<file path="src/rtl/fpnew_pkg.sv">
`default_nettype none
// ============================================================================
//  Module   : fpnew_pkg
//  Brief    : Shared rounding-mode encodings for the FPnew rounding blocks.
//  Revision : 1.0 - initial release
// ============================================================================
package fpnew_pkg;

   // IEEE-754 rounding modes plus round-to-odd used by the rounding logic.
   typedef enum logic [2:0] {
      RNE = 3'b000,
      RTZ = 3'b001,
      RDN = 3'b010,
      RUP = 3'b011,
      RMM = 3'b100,
      ROD = 3'b101
   } roundmode_e;

   // Per-operation bookkeeping bits stored next to the magnitude and tag.
   localparam int unsigned FlagBits = 4;

endpackage
`default_nettype wire

</file>
<file path="src/rtl/fpnew_rounding_core.sv">
`default_nettype none
// ============================================================================
//  Module   : fpnew_rounding_core
//  Brief    : Combinational rounding of a magnitude using round/sticky bits.
//  Revision : 1.0 - initial release
// ============================================================================
module fpnew_rounding_core
   import fpnew_pkg::*;
#(
   parameter int unsigned AbsWidth = 8
) (
   input  logic [AbsWidth-1:0] abs_value,
   input  logic                sign,
   input  logic [1:0]          round_sticky,
   input  roundmode_e          rnd_mode,
   input  logic                eff_sub,
   output logic [AbsWidth-1:0] abs_rounded,
   output logic                carry,
   output logic                exact_zero,
   output logic                inexact,
   output logic                sign_rounded
);

   logic              round_up;
   logic              any_rs;
   logic [AbsWidth:0] sum;

   assign any_rs = |round_sticky;

   // Decide whether the magnitude must be incremented for the selected mode.
   always_comb begin
      round_up = 1'b0;
      unique case (rnd_mode)
         RNE: begin
            unique case (round_sticky)
               2'b10:   round_up = abs_value[0];
               2'b11:   round_up = 1'b1;
               default: round_up = 1'b0;
            endcase
         end
         RTZ:     round_up = 1'b0;
         RDN:     round_up = any_rs & sign;
         RUP:     round_up = any_rs & ~sign;
         RMM:     round_up = round_sticky[1];
         ROD:     round_up = any_rs & ~abs_value[0];
         default: round_up = 1'b0;
      endcase
   end

   // The extra top bit captures overflow; the magnitude itself wraps to zero.
   assign sum         = {1'b0, abs_value} + {{AbsWidth{1'b0}}, round_up};
   assign abs_rounded = sum[AbsWidth-1:0];
   assign carry       = sum[AbsWidth];

   assign exact_zero  = (abs_value == '0) && !any_rs;
   assign inexact     = any_rs;

   // An exact zero from an effective subtraction is -0 only when rounding down.
   assign sign_rounded = (exact_zero && eff_sub) ? (rnd_mode == RDN) : sign;

endmodule
`default_nettype wire

</file>
<file path="src/rtl/fpnew_round_pipe.sv">
`default_nettype none
// ============================================================================
//  Module   : fpnew_round_pipe
//  Brief    : Rounding core followed by an elastic valid/ready register chain.
//  Revision : 1.0 - initial release
// ============================================================================
module fpnew_round_pipe
   import fpnew_pkg::*;
#(
   parameter int unsigned AbsWidth    = 8,
   parameter int unsigned NumPipeRegs = 1,
   parameter int unsigned TagWidth    = 4
) (
   input  logic                clk_i,
   input  logic                rst_ni,
   input  logic [AbsWidth-1:0] abs_value_i,
   input  logic                sign_i,
   input  logic [1:0]          round_sticky_bits_i,
   input  logic [2:0]          rnd_mode_i,
   input  logic                effective_subtraction_i,
   input  logic [TagWidth-1:0] tag_i,
   input  logic                in_valid_i,
   output logic                in_ready_o,
   input  logic                flush_i,
   output logic [AbsWidth-1:0] abs_rounded_o,
   output logic                sign_o,
   output logic                exact_zero_o,
   output logic                inexact_o,
   output logic                carry_o,
   output logic [TagWidth-1:0] tag_o,
   output logic                out_valid_o,
   input  logic                out_ready_i,
   output logic                busy_o
);

   localparam int unsigned DataWidth = TagWidth + FlagBits + AbsWidth;

   logic [AbsWidth-1:0]  rounded_abs;
   logic                 rounded_carry;
   logic                 rounded_zero;
   logic                 rounded_inexact;
   logic                 rounded_sign;
   logic [DataWidth-1:0] data_in;
   logic [DataWidth-1:0] data_out;

   fpnew_rounding_core #(
      .AbsWidth (AbsWidth)
   ) u_core (
      .abs_value    (abs_value_i),
      .sign         (sign_i),
      .round_sticky (round_sticky_bits_i),
      .rnd_mode     (roundmode_e'(rnd_mode_i)),
      .eff_sub      (effective_subtraction_i),
      .abs_rounded  (rounded_abs),
      .carry        (rounded_carry),
      .exact_zero   (rounded_zero),
      .inexact      (rounded_inexact),
      .sign_rounded (rounded_sign)
   );

   assign data_in = {tag_i, rounded_sign, rounded_zero, rounded_inexact,
                     rounded_carry, rounded_abs};

   generate
      if (NumPipeRegs == 0) begin : g_comb
         logic unused_pipe_ctrl;
         assign unused_pipe_ctrl = ^{clk_i, rst_ni, flush_i};
         assign data_out    = data_in;
         assign out_valid_o = in_valid_i;
         assign in_ready_o  = out_ready_i;
         assign busy_o      = 1'b0;
      end else begin : g_pipe
         logic [NumPipeRegs-1:0] valid_q;
         logic [DataWidth-1:0]   data_q [NumPipeRegs];
         logic [NumPipeRegs:0]   accept;

         // A stage may load when it is empty or its downstream neighbour takes its content.
         always_comb begin
            accept[NumPipeRegs] = out_ready_i;
            for (int k = int'(NumPipeRegs) - 1; k >= 0; k--) begin
               accept[k] = ~valid_q[k] | accept[k+1];
            end
         end

         // Advance the register chain; reset beats flush, flush beats any handshake.
         always_ff @(posedge clk_i) begin
            if (!rst_ni) begin
               for (int k = 0; k < int'(NumPipeRegs); k++) begin
                  valid_q[k] <= 1'b0;
                  data_q[k]  <= '0;
               end
            end else begin
               if (flush_i) begin
                  valid_q[0] <= 1'b0;
               end else if (accept[0]) begin
                  valid_q[0] <= in_valid_i;
               end
               if (accept[0] && in_valid_i) begin
                  data_q[0] <= data_in;
               end
               for (int k = 1; k < int'(NumPipeRegs); k++) begin
                  if (flush_i) begin
                     valid_q[k] <= 1'b0;
                  end else if (accept[k]) begin
                     valid_q[k] <= valid_q[k-1];
                  end
                  if (accept[k] && valid_q[k-1]) begin
                     data_q[k] <= data_q[k-1];
                  end
               end
            end
         end

         assign data_out    = data_q[NumPipeRegs-1];
         assign out_valid_o = valid_q[NumPipeRegs-1];
         assign in_ready_o  = accept[0];
         assign busy_o      = |valid_q;
      end
   endgenerate

   assign tag_o         = data_out[DataWidth-1 -: TagWidth];
   assign sign_o        = data_out[AbsWidth+3];
   assign exact_zero_o  = data_out[AbsWidth+2];
   assign inexact_o     = data_out[AbsWidth+1];
   assign carry_o       = data_out[AbsWidth];
   assign abs_rounded_o = data_out[AbsWidth-1:0];

endmodule
`default_nettype wire

</file>
<file path="config.mk">
export PLATFORM = sky130hd
export DESIGN_NAME = fpnew_round_pipe
export DESIGN_NICKNAME = d
export VERILOG_FILES = /design/src/rtl/fpnew_pkg.sv /design/src/rtl/fpnew_rounding_core.sv /design/src/rtl/fpnew_round_pipe.sv
export SDC_FILE = /design/constraint.sdc
export NUM_CORES = 1
export LEC_CHECK = 0
export BUFFER_PORTS_ARGS = -buffer_cell sky130_fd_sc_hd__buf_2
export CELL_PAD_IN_SITES_DETAIL_PLACEMENT = 1
export CELL_PAD_IN_SITES_GLOBAL_PLACEMENT = 2
export CORE_MARGIN = 4
export CORE_UTILIZATION = 26
export DETAILED_ROUTE_END_ITERATION = 10
export MAX_ROUTING_LAYER = met4
export PLACE_DENSITY_LB_ADDON = 0.1
export SLEW_MARGIN = 40
export SYNTH_ARGS = -nofsm -noshare
export SYNTH_HDL_FRONTEND = slang
export SYNTH_SLANG_ARGS = --single-unit
</file>
<file path="constraint.sdc">
create_clock -name clk_i -period 1.9 [get_ports clk_i]
set_input_delay 0.095 -clock clk_i [delete_from_list [all_inputs] [get_ports clk_i]]
set_output_delay 0.095 -clock clk_i [all_outputs]
set_load 0.01 [all_outputs]
</file>
==> results_dict.tcl <==
set metrics [dict create \
    cts_setup_buffers 0 \
    cts_buffers 3 \
    wirelength_mm 2.12 \
    vdd_drop_max_v 0.000159 \
    dieHeight_um 65.5 \
    htree_levels 1 \
    cts_resized 0 \
    timing.fmax_ghz 0.610 \
    syn_to_final_growth_pct 34.8 \
    netlist_area_sq_um 860 \
    final_cell_mix "buf_2 (42), edfxtp_1 (16), nor2_1 (8), and2_1 (6)" \
    maxCapViolCount 0 \
    grtUsageTotal 0.109 \
    leakage_nw 0.521 \
    path_cells "buf_2, nor4bb_1, a31oi_1, a21oi_1, ha_1, ha_1, nand3_2, or3_1, a21oi_1" \
    place_congestion 0.721 \
    drc 0 \
    hold_class "in2reg" \
    design_area_sq_um 1160 \
    synth_simple_gate_area_share 0.256 \
    clockRootBuffer "clkbuf_4" \
    hpwl_mm 1.71 \
    design.portCount 43 \
    fin_tns_setup_ps 0 \
    hold_violations 0 \
    layout.nets 148 \
    slew_viol_final 0 \
    drt-initial-drc-count 12 \
    synth_fa_ha_area_frac 0.0291 \
    grt_pass1_vias 790 \
    postSynthCellCount 75 \
    fin_crit_ps 1640 \
    slew-limit-headroom 0.756 \
    synth_compound_area_frac 0.0582 \
    fp.dieW_um 65.5 \
    grt_overflow_total 0 \
    final_common_cell "buf_2" \
    dr.pass1.iters 2 \
    cts.sinks 17 \
    yosysUniqueCellTypes 28 \
    setup.worst_path.end_class "register" \
    worstSetupStartpointType "input pin" \
    fp.coreArea_sq_um 3100 \
    muxShareOfSynthArea 0.0116 \
    grt_pass1_wl_mm 3.49 \
    finClkSkew_ps 6.38 \
    synth_seq_cells 17 \
    rsz0062_at_grt "no" \
    yosysWarnings 0 \
    required_ps 2030 \
    min_period_over_period 0.862 \
    dieArea_sq_um 4290 \
    n_antenna_cell 0 \
    vias 740 \
    ant_nets 0 \
    syn_avg_cell_area_sq_um 11.5 \
    syn_nets 101 \
    routedWlPerCell_um 12.8 \
    drive_above_1_share 0.405 \
    fill_cells 387 \
    yosysSeqAreaShare 0.582 \
    numPortBuffers 42 \
    cts_tree "yes" \
    via_per_inst 4.48 \
    setup_viol 0 \
    synth_top_family_by_area "simple AND/OR/NAND/NOR gates" \
    clock_latency_ps 290 \
    tightestPinTransition_ps 363 \
    p_per_area_nw_per_um2 660 \
    initial_utilization 0.277 \
    cp.arrival_ps 1770 \
    clockBufferDepth 2 \
    crit_path_max_incr_delay_ps 350 \
    utilization 0.373 \
    crit_slowest_cell "or3_1" \
    crit_fanout 4 \
    placed_area_sq_um 1120 \
    grt_start_max_net_pins 17 \
    yosys.area_share.xor_xnor 0.0408 \
    status "finished clean" \
    antenna_found_initial 0 \
    clk_pin_slew_ps 100 \
    fp-row-count 20 \
    crit_type "in2reg" \
]
[routing by layer]
layer  GRT usage  vias up  share of wire
li1            -      374              -
met1       0.131      341           0.44
met2       0.173       23           0.49
met3      0.0137        2          0.053
met4      0.0699        0          0.017
met5           -        -              0
[cell families (layout without fill, tap and decap cells)]
kind of cell | Yosys count | count (layout)
xor+xnor | 4 | 4
buf+inv | 4 | 50
flops | 17 | 17
simple gates | 38 | 38
fa+ha+maj | 2 | 2
compound gates | 9 | 9
mux | 1 | 1
[worst max-delay path: cells and delay by family]
family | cells | cell delay (ps)
compound gates | 3 | 380
buf+inv | 1 | 120
simple gates | 3 | 730
fa+ha+maj | 2 | 430
[per-stage QoR]
stage          power [mW]  hold WS (ps)  instances  worst slack [ps]
3_5_place_dp        0.586           268        160             -36.7
3_3_place_gp        0.583           261        160              55.9
6_report            0.765          77.5        165               262
5_1_grt             0.814          56.7        165              67.4
4_1_cts             0.782          63.0        165               252
2_1_floorplan       0.511           171         75               272
[path summary, 6_finish.rpt]
path | startpoint | end | slack (ps) | depth (start not counted)
max | rnd_mode_i[1] | g_pipe.data_q[0][6] | 260 | 9
min | tag_i[1] | g_pipe.data_q[0][13] | 80 | 2
max reg2reg | busy_o | g_pipe.data_q[0][10] | 660 | 3
min reg2reg | busy_o | busy_o | 760 | 3
[final cells by class]
class	instances	area, sq um	share of cell area
Clock inverter	1	5.00	0.00432
Multi-Input combinational cell	54	340	0.294
Sequential cell	17	500	0.432
Timing Repair Buffer	44	228	0.197
Clock buffer	3	22.5	0.0194
Tap cell	44	55.1	0.0475
Inverter	2	7.51	0.00648
[flip-flops by register name, summed over array words and instances, names as in the netlist]
| signal | cells |
|---|---|
| busy_o | 1 |
| g_pipe.data_q | 16 |
[cells in the mapped netlist, drive strengths merged]
cell type   n  area share
nand2b      1      0.0073
clkbuf      1      0.0044
ha          2       0.029
xor2        2       0.020
nor4        2       0.015
nand4       4       0.029
mux2i       1       0.012
nor3b       2       0.017
and4        1       0.010
nor2        8       0.035
a21oi       4       0.023
and3        2       0.016
buf         1      0.0087
edfxtp     16        0.56
dfxtp       1       0.023
a31oi       1      0.0073
nand3       4       0.029
inv         2      0.0087
o311ai      1       0.010
nor4bb      1       0.012
or3         3       0.022
nand2       3       0.013
nor2b       1      0.0073
o21ai       3       0.017
xnor2       2       0.020
and2        6       0.044
[where the power goes]
part	leakage, nW	internal, mW	total, mW	switching (mW)
registers	0.184	0.438	0.443	0.00544
logic	0.319	0.0573	0.131	0.0742
clock network	0.0177	0.0781	0.190	0.112
[timing repair]
action | CTS | global route
setup endpoints to repair | 0 | 0
hold buffers | 1 | 0
hold endpoints to repair | 1 | 0
(Power assumes the default switching activity.)
